[config.mk]
export PLATFORM = sky130hd
export DESIGN_NAME = alu_mul_sequencer
export DESIGN_NICKNAME = d
export VERILOG_FILES = /design/src/rtl/alu_mul_sequencer.sv
export SDC_FILE = /design/constraint.sdc
export NUM_CORES = 1
export LEC_CHECK = 0
export BUFFER_PORTS_ARGS = -buffer_cell sky130_fd_sc_hd__buf_2
export CORE_MARGIN = 1
export CORE_UTILIZATION = 47
export DETAILED_ROUTE_END_ITERATION = 10
export GPL_TIMING_DRIVEN = 1
export HOLD_SLACK_MARGIN = 0.12
export PLACE_DENSITY = 0.79
export SLEW_MARGIN = 20
export SYNTH_ARGS = -nofsm -noshare
export SYNTH_HDL_FRONTEND = slang
export SYNTH_SLANG_ARGS = --single-unit
export TNS_END_PERCENT = 30
[constraint.sdc]
create_clock -name clk -period 2.1 [get_ports clk]
set_input_delay 0.105 -clock clk [delete_from_list [all_inputs] [get_ports clk]]
set_output_delay 0.105 -clock clk [all_outputs]
set_load 0.03 [all_outputs]
[src/rtl/alu_mul_sequencer.sv]
// Unsigned WORD x WORD -> 2*WORD shift-add multiplier borrowing the shared ALU for its ADD steps.
// One step per granted RUN cycle. A withdrawn grant stalls the step. An abort drops the request immediately.
module alu_mul_sequencer #(
  parameter int         WORD   = 16,
  parameter logic [3:0] OP_ADD = 4'd0
) (
  input  logic            clk,
  input  logic            rst_n,
  input  logic            start,
  input  logic            abort,
  input  logic [WORD-1:0] op_a,
  input  logic [WORD-1:0] op_b,
  output logic            busy,
  output logic            done,
  output logic [WORD-1:0] prod_hi,
  output logic [WORD-1:0] prod_lo,
  output logic            alu_req,
  input  logic            alu_gnt,
  output logic [3:0]      alu_op,
  output logic [WORD-1:0] alu_a,
  output logic [WORD-1:0] alu_b,
  input  logic [WORD-1:0] alu_out,
  input  logic [3:0]      alu_status
);

  localparam int CW = $clog2(WORD);
  localparam logic [CW-1:0] LAST = CW'(WORD - 1);

  typedef enum logic [1:0] {IDLE, WAIT_GNT, RUN, DONE} state_t;

  state_t          state, state_nxt;
  logic [WORD-1:0] m, acc, q;
  logic [CW-1:0]   cnt;
  logic [WORD-1:0] acc_nxt, q_nxt;
  logic            step;
  logic            unused_status;

  // Only the carry is needed; it is the (WORD+1)th bit of the partial product.
  assign unused_status = ^alu_status[3:1];
  assign acc_nxt = {alu_status[0], alu_out[WORD-1:1]};
  assign q_nxt   = {alu_out[0], q[WORD-1:1]};
  assign step    = (state == RUN) && alu_gnt && !abort;

  always_ff @(posedge clk or negedge rst_n) begin
    if (!rst_n) begin
      state   <= IDLE;
      m       <= '0;
      acc     <= '0;
      q       <= '0;
      cnt     <= '0;
      prod_hi <= '0;
      prod_lo <= '0;
    end else begin
      state <= state_nxt;
      if (state == IDLE && start) begin
        m   <= op_a;
        q   <= op_b;
        acc <= '0;
        cnt <= '0;
      end else if (step) begin
        acc <= acc_nxt;
        q   <= q_nxt;
        cnt <= cnt + 1'b1;
        if (cnt == LAST) begin
          prod_hi <= acc_nxt;
          prod_lo <= q_nxt;
        end
      end
    end
  end

  always_comb begin
    state_nxt = state;
    busy      = 1'b0;
    done      = 1'b0;
    alu_req   = 1'b0;
    alu_op    = OP_ADD;
    alu_a     = '0;
    alu_b     = '0;
    case (state)
      IDLE: begin
        if (start) state_nxt = WAIT_GNT;
      end
      WAIT_GNT: begin
        busy    = 1'b1;
        alu_req = 1'b1;
        if (abort)        state_nxt = IDLE;
        else if (alu_gnt) state_nxt = RUN;
      end
      RUN: begin
        busy    = 1'b1;
        alu_req = 1'b1;
        alu_a   = acc;
        alu_b   = q[0] ? m : '0;
        if (abort)                     state_nxt = IDLE;
        else if (step && cnt == LAST)  state_nxt = DONE;
      end
      DONE: begin
        busy      = 1'b1;
        done      = 1'b1;
        state_nxt = IDLE;
      end
      default: state_nxt = IDLE;
    endcase
  end

endmodule

# ---- Yosys cells after proc, flatten, opt, wreduce, memory -nomap -nowiden
# Cells that the tools add are included.
dict set report word_totals {
  regBits 86
  inputBits 57
  out_inout_bits 71
  wordCells 45
}
dict set report op_classes {
  addsub 1
  eq_ne 7
  muxes 18
  bitwise 1
  reduce_logical 11
}
# cell n
set op_table {}
lappend op_table {{16-bit 2-to-1 mux} 7}
lappend op_table {{2-bit 2-to-1 mux} 5}
lappend op_table {{4-bit 2-to-1 mux} 2}
lappend op_table {{2-bit one-hot mux with 4 select lines} 1}
lappend op_table {{3-bit AND reduction} 2}
lappend op_table {{4-bit by 1-bit adder with 4-bit output, second input constant} 1}
lappend op_table {{2-bit equality test, second input constant} 2}
lappend op_table {{4-bit equality test, second input constant} 1}
lappend op_table {{1-bit logical AND} 4}
lappend op_table {{1-bit 2-to-1 mux} 3}
lappend op_table {{3-bit by 2-bit inequality test with 1-bit output, second input constant} 1}
lappend op_table {{3-bit inequality test, second input constant} 1}
lappend op_table {{3-bit OR reduction} 1}
lappend op_table {{2-bit by 1-bit equality test with 1-bit output, second input constant} 1}
lappend op_table {{2-bit logical NOT} 1}
lappend op_table {{2-bit inequality test, second input constant} 1}
lappend op_table {{2-bit nonzero test} 1}
lappend op_table {{2-bit OR reduction} 1}
lappend op_table {{1-bit logical NOT} 1}
lappend op_table {{1-bit inverter} 1}

# ---- Depth between registers and ports, before layout
dict set report depth {
  depth_word 7
  ltp_mapped 7
  ltp_nobuf 5
}

# ---- Worst setup path before layout
# OpenSTA, ideal clock, no wires.
dict set report synth_path {
  path_type {register -> register}
  start {reg state[0]}
  end {reg prod_hi[0]}
  setup_time_ps 125
  t_arrival_ps 1706
  required_ps 1975
  path_slack_ps 270
  stages_incl_launch_ff 8
  n_path_buf 2
  period_less_slack_ps 1830
  path_cell_list {dfrtp_1 > inv_1 > ha_1 > and2_1 > buf_6 > nor3_4 > buf_6 > mux2_2}
}
dict set report synth_between {
  elab_chain_len 4
  elab_cells_between_ends 7
  classes_between {1 x eq/ne; 1 x bitwise; 5 x reduce/logical}
}
# element line_no
set synth_lines {}
lappend synth_lines {{from (decl)} 31} ;# state_t state, state_nxt;
lappend synth_lines {{from (signal assigned)} 54} ;# state <= state_nxt;
lappend synth_lines {{2-bit equality test / 2-bit logical NOT (equally long branches)} {42, 55}}
lappend synth_lines {{1-bit logical AND, on equally long branches} {42, 55}}
lappend synth_lines {{1-bit logical AND / 1-bit inverter (equally long branches)} --}
lappend synth_lines {{3-bit AND reduction (no source line) (*)} --}
lappend synth_lines {{to (signal assigned)} 65} ;# prod_hi <= acc_nxt;
lappend synth_lines {{to (decl)} 15} ;# output logic [WORD-1:0] prod_hi,
# Mark *: on every way between the ends. The rest lies on a longest branch, timed or not.
# A chain may end at the register's enable or synchronous reset.

# ---- Worst setup path after layout
dict set report layout_path {
  start {reg state[0]}
  end {reg prod_hi[15]}
}
# The elaborated chain is that of the path after synthesis.

==> flow_metrics.tcl <==
set metrics [dict create \
    status "complete, no violations" \
    ios 128 \
    worst_slew_pin_slew_ps 733 \
    netlist_instances 377 \
    crit_arrival_ps 2090 \
    place_congestion 0.753 \
    tns_ps 0 \
    nets 605 \
    rsz0062_at_grt "no" \
    die_y_microns 92.0 \
    fin_crit_sh_pct 88.8 \
    clk_path_buf_depth 2 \
    layout_setup_ws_ps 235 \
    cts_resized 0 \
    layout_common_cells "buf_2, nand2_1, dfrtp_1" \
    setup_violations 0 \
    die_x_microns 92.0 \
    hp-start "alu_gnt" \
    r2r.worst_path.cells 6 \
    ant_nets 0 \
    ys_warn_count 0 \
    post_cts_buffers 0 \
    synth_top_area_share_pct 56.5 \
    finalClockSkew_ps 6.87 \
    path_clk_slew_ps 80 \
    antenna_found_initial 0 \
    initial_utilization_pct 49.0 \
    hold_buffers 51 \
    synthXorXnorAreaFrac_pct 0.230 \
    synthMuxAreaShare_pct 9.72 \
    crit_fanout 32 \
    ir_drop_mv 0.440 \
    critical_path_required_ps 2330 \
    startpoint "state[0]" \
    synth_top_cell_by_area "dfrtp_1" \
    min_path_type "in -> reg" \
    fillers 619 \
    clkSinkCount 86 \
    synth-compound-area-share_pct 5.91 \
    pwr_density_cell_nw_per_um2 914 \
    reg2reg_from "state[0]" \
    layout_commonest_cell "buf_2" \
    worstSetupEndpointType "register" \
    clock.fmax_ghz 0.536 \
    vias 3332 \
    placedCellCount 582 \
    grt.overflow.total 0 \
    cts_tree "built" \
    ys_ff_latch 86 \
    rows 32 \
    antenna_cells 0 \
    coreArea_sq_um 7770 \
    portBuffers 120 \
    hold_path_depth 4 \
    p_leak_nw 2.83 \
    grt_pass1_vias 3355 \
    min_period_ps 1860 \
    syn_area_sq_um 3810 \
    drtPass1Iterations 4 \
    synth-simple-area-share_pct 21.0 \
    synth_cell_types 31 \
    area_growth_syn_to_layout_pct 36.0 \
    seq_area_frac_synth_pct 56.5 \
    synth_area_leaders "dfrtp_1, nand2_1, mux2_2" \
    hpwl_mm 5.68 \
    h-tree-depth 3 \
    clock_latency_ps 340 \
    cts_buffers 9 \
    drive_gt1_share_pct 31.1 \
    relSlewSlack_pct 51.1 \
    fin_cells 649 \
    hold_viol 0 \
    synth_top_family_by_area "simple AND/OR/NAND/NOR gates" \
    slew_violations 0 \
    maxCapViolations 0 \
    dr.first_iter.drc_count 226 \
    syn_area_per_cell_sq_um 10.1 \
    grtUsageTotal_pct 23.3 \
    wl_per_cell_microns 14.8 \
    routed_wl_mm 9.60 \
    grt_pass1_wl_mm 15.5 \
    dp_slack_ps 261 \
    drc_errors 0 \
    synthAdderAreaFrac_pct 1.97 \
    cts_root_buf "clkbuf_8" \
    grt_max_degree 58 \
    via_per_inst 5.13 \
    start_kind "register" \
    setup.worst_path.class "reg -> reg" \
    dieArea_sq_um 8470 \
]
-- flip-flops by register name, indices dropped and copies added, names as in the netlist --
signal	count
m	16
cnt	4
acc	16
prod_hi	16
q	16
prod_lo	16
state	2
-- worst max-delay path, cell delays in order (launching register included) --
cell,delay (ps)
dfrtp_1,400
inv_1,90
ha_1,230
and2_1,180
nor3_4,220
buf_12,250
mux2_2,370
-- where the power goes --
group | switching (mW) | internal, mW | leakage [nW]
Sequential | 0.255 | 2.03 | 1.12
Clock | 0.562 | 0.548 | 0.0904
Combinational | 0.826 | 0.514 | 1.61
Total | 1.64 | 3.09 | 2.83
-- final cells by class --
cell class,instances,area [sq um],share of cell area [%]
Sequential cell,86,2150,41.5
Multi-Input combinational cell,262,1490,28.8
Tap cell,102,128,2.46
Timing Repair Buffer,179,1210,23.4
Clock buffer,12,135,2.61
Inverter,4,15.0,0.290
Clock inverter,4,47.5,0.918
-- synthesized netlist by cell type --
cell type,count
and3b_1,1
buf_6,4
conb_1,1
clkbuf_1,11
dfrtp_1,86
nor3b_1,1
a31oi_1,16
buf_2,8
nand3b_2,1
nand4_1,1
mux2i_1,1
or3_1,2
buf_1,1
o21ai_0,3
and2_1,17
inv_1,4
ha_1,6
xnor2_1,1
nor2b_1,2
buf_4,4
or4_1,1
and3_1,16
mux2_2,27
mux2_1,5
o21a_1,1
a211oi_1,1
a21oi_1,19
nor3_4,1
nor2_1,18
nand2_1,115
nand3_1,2
-- final timing paths --
path / to / slack [ps]
worst min register to register: m[3] / 480
min in group asynchronous: prod_hi[4] / 360
worst min-delay path: state[1] / 250
worst max register to register: prod_hi[15] / 240
worst max-delay path: prod_hi[15] / 240
max in group asynchronous: m[1] / 1130
-- through the flow --
step | power [mW] | util [%] | instance area (sq um) | hold slack [ps]
6_report | 4.74 | 66.7 | 5180 | 255
3_3_place_gp | 3.49 | 57.8 | 4490 | 198
4_1_cts | 4.76 | 66.7 | 5180 | 240
2_1_floorplan | 3.18 | - | 3820 | -191
5_1_grt | 5.05 | 66.7 | 5180 | 288
3_5_place_dp | 3.57 | 57.8 | 4490 | 206
-- metal layers --
layer  track usage (%)  up-vias  share of wire [%]
met2              38.9      132                 50
li1                  -     1561                  -
met4              11.3        0                3.4
met1              28.5     1609                 42
met5                 0        -                  0
met3              4.98       30                4.7
-- logic make-up (layout without fill, tap and decap cells) --
family	Yosys count	in the layout
adders and majority gates	6	6
muxes	33	33
AOI/OAI and AO/OA	40	40
DFF	86	86
xor gates and xnor gates	1	1
other	1	4
buffers and inverters	32	199
and+or+nand+nor	178	178
No activity file was read; power rests on OpenSTA's default activity.
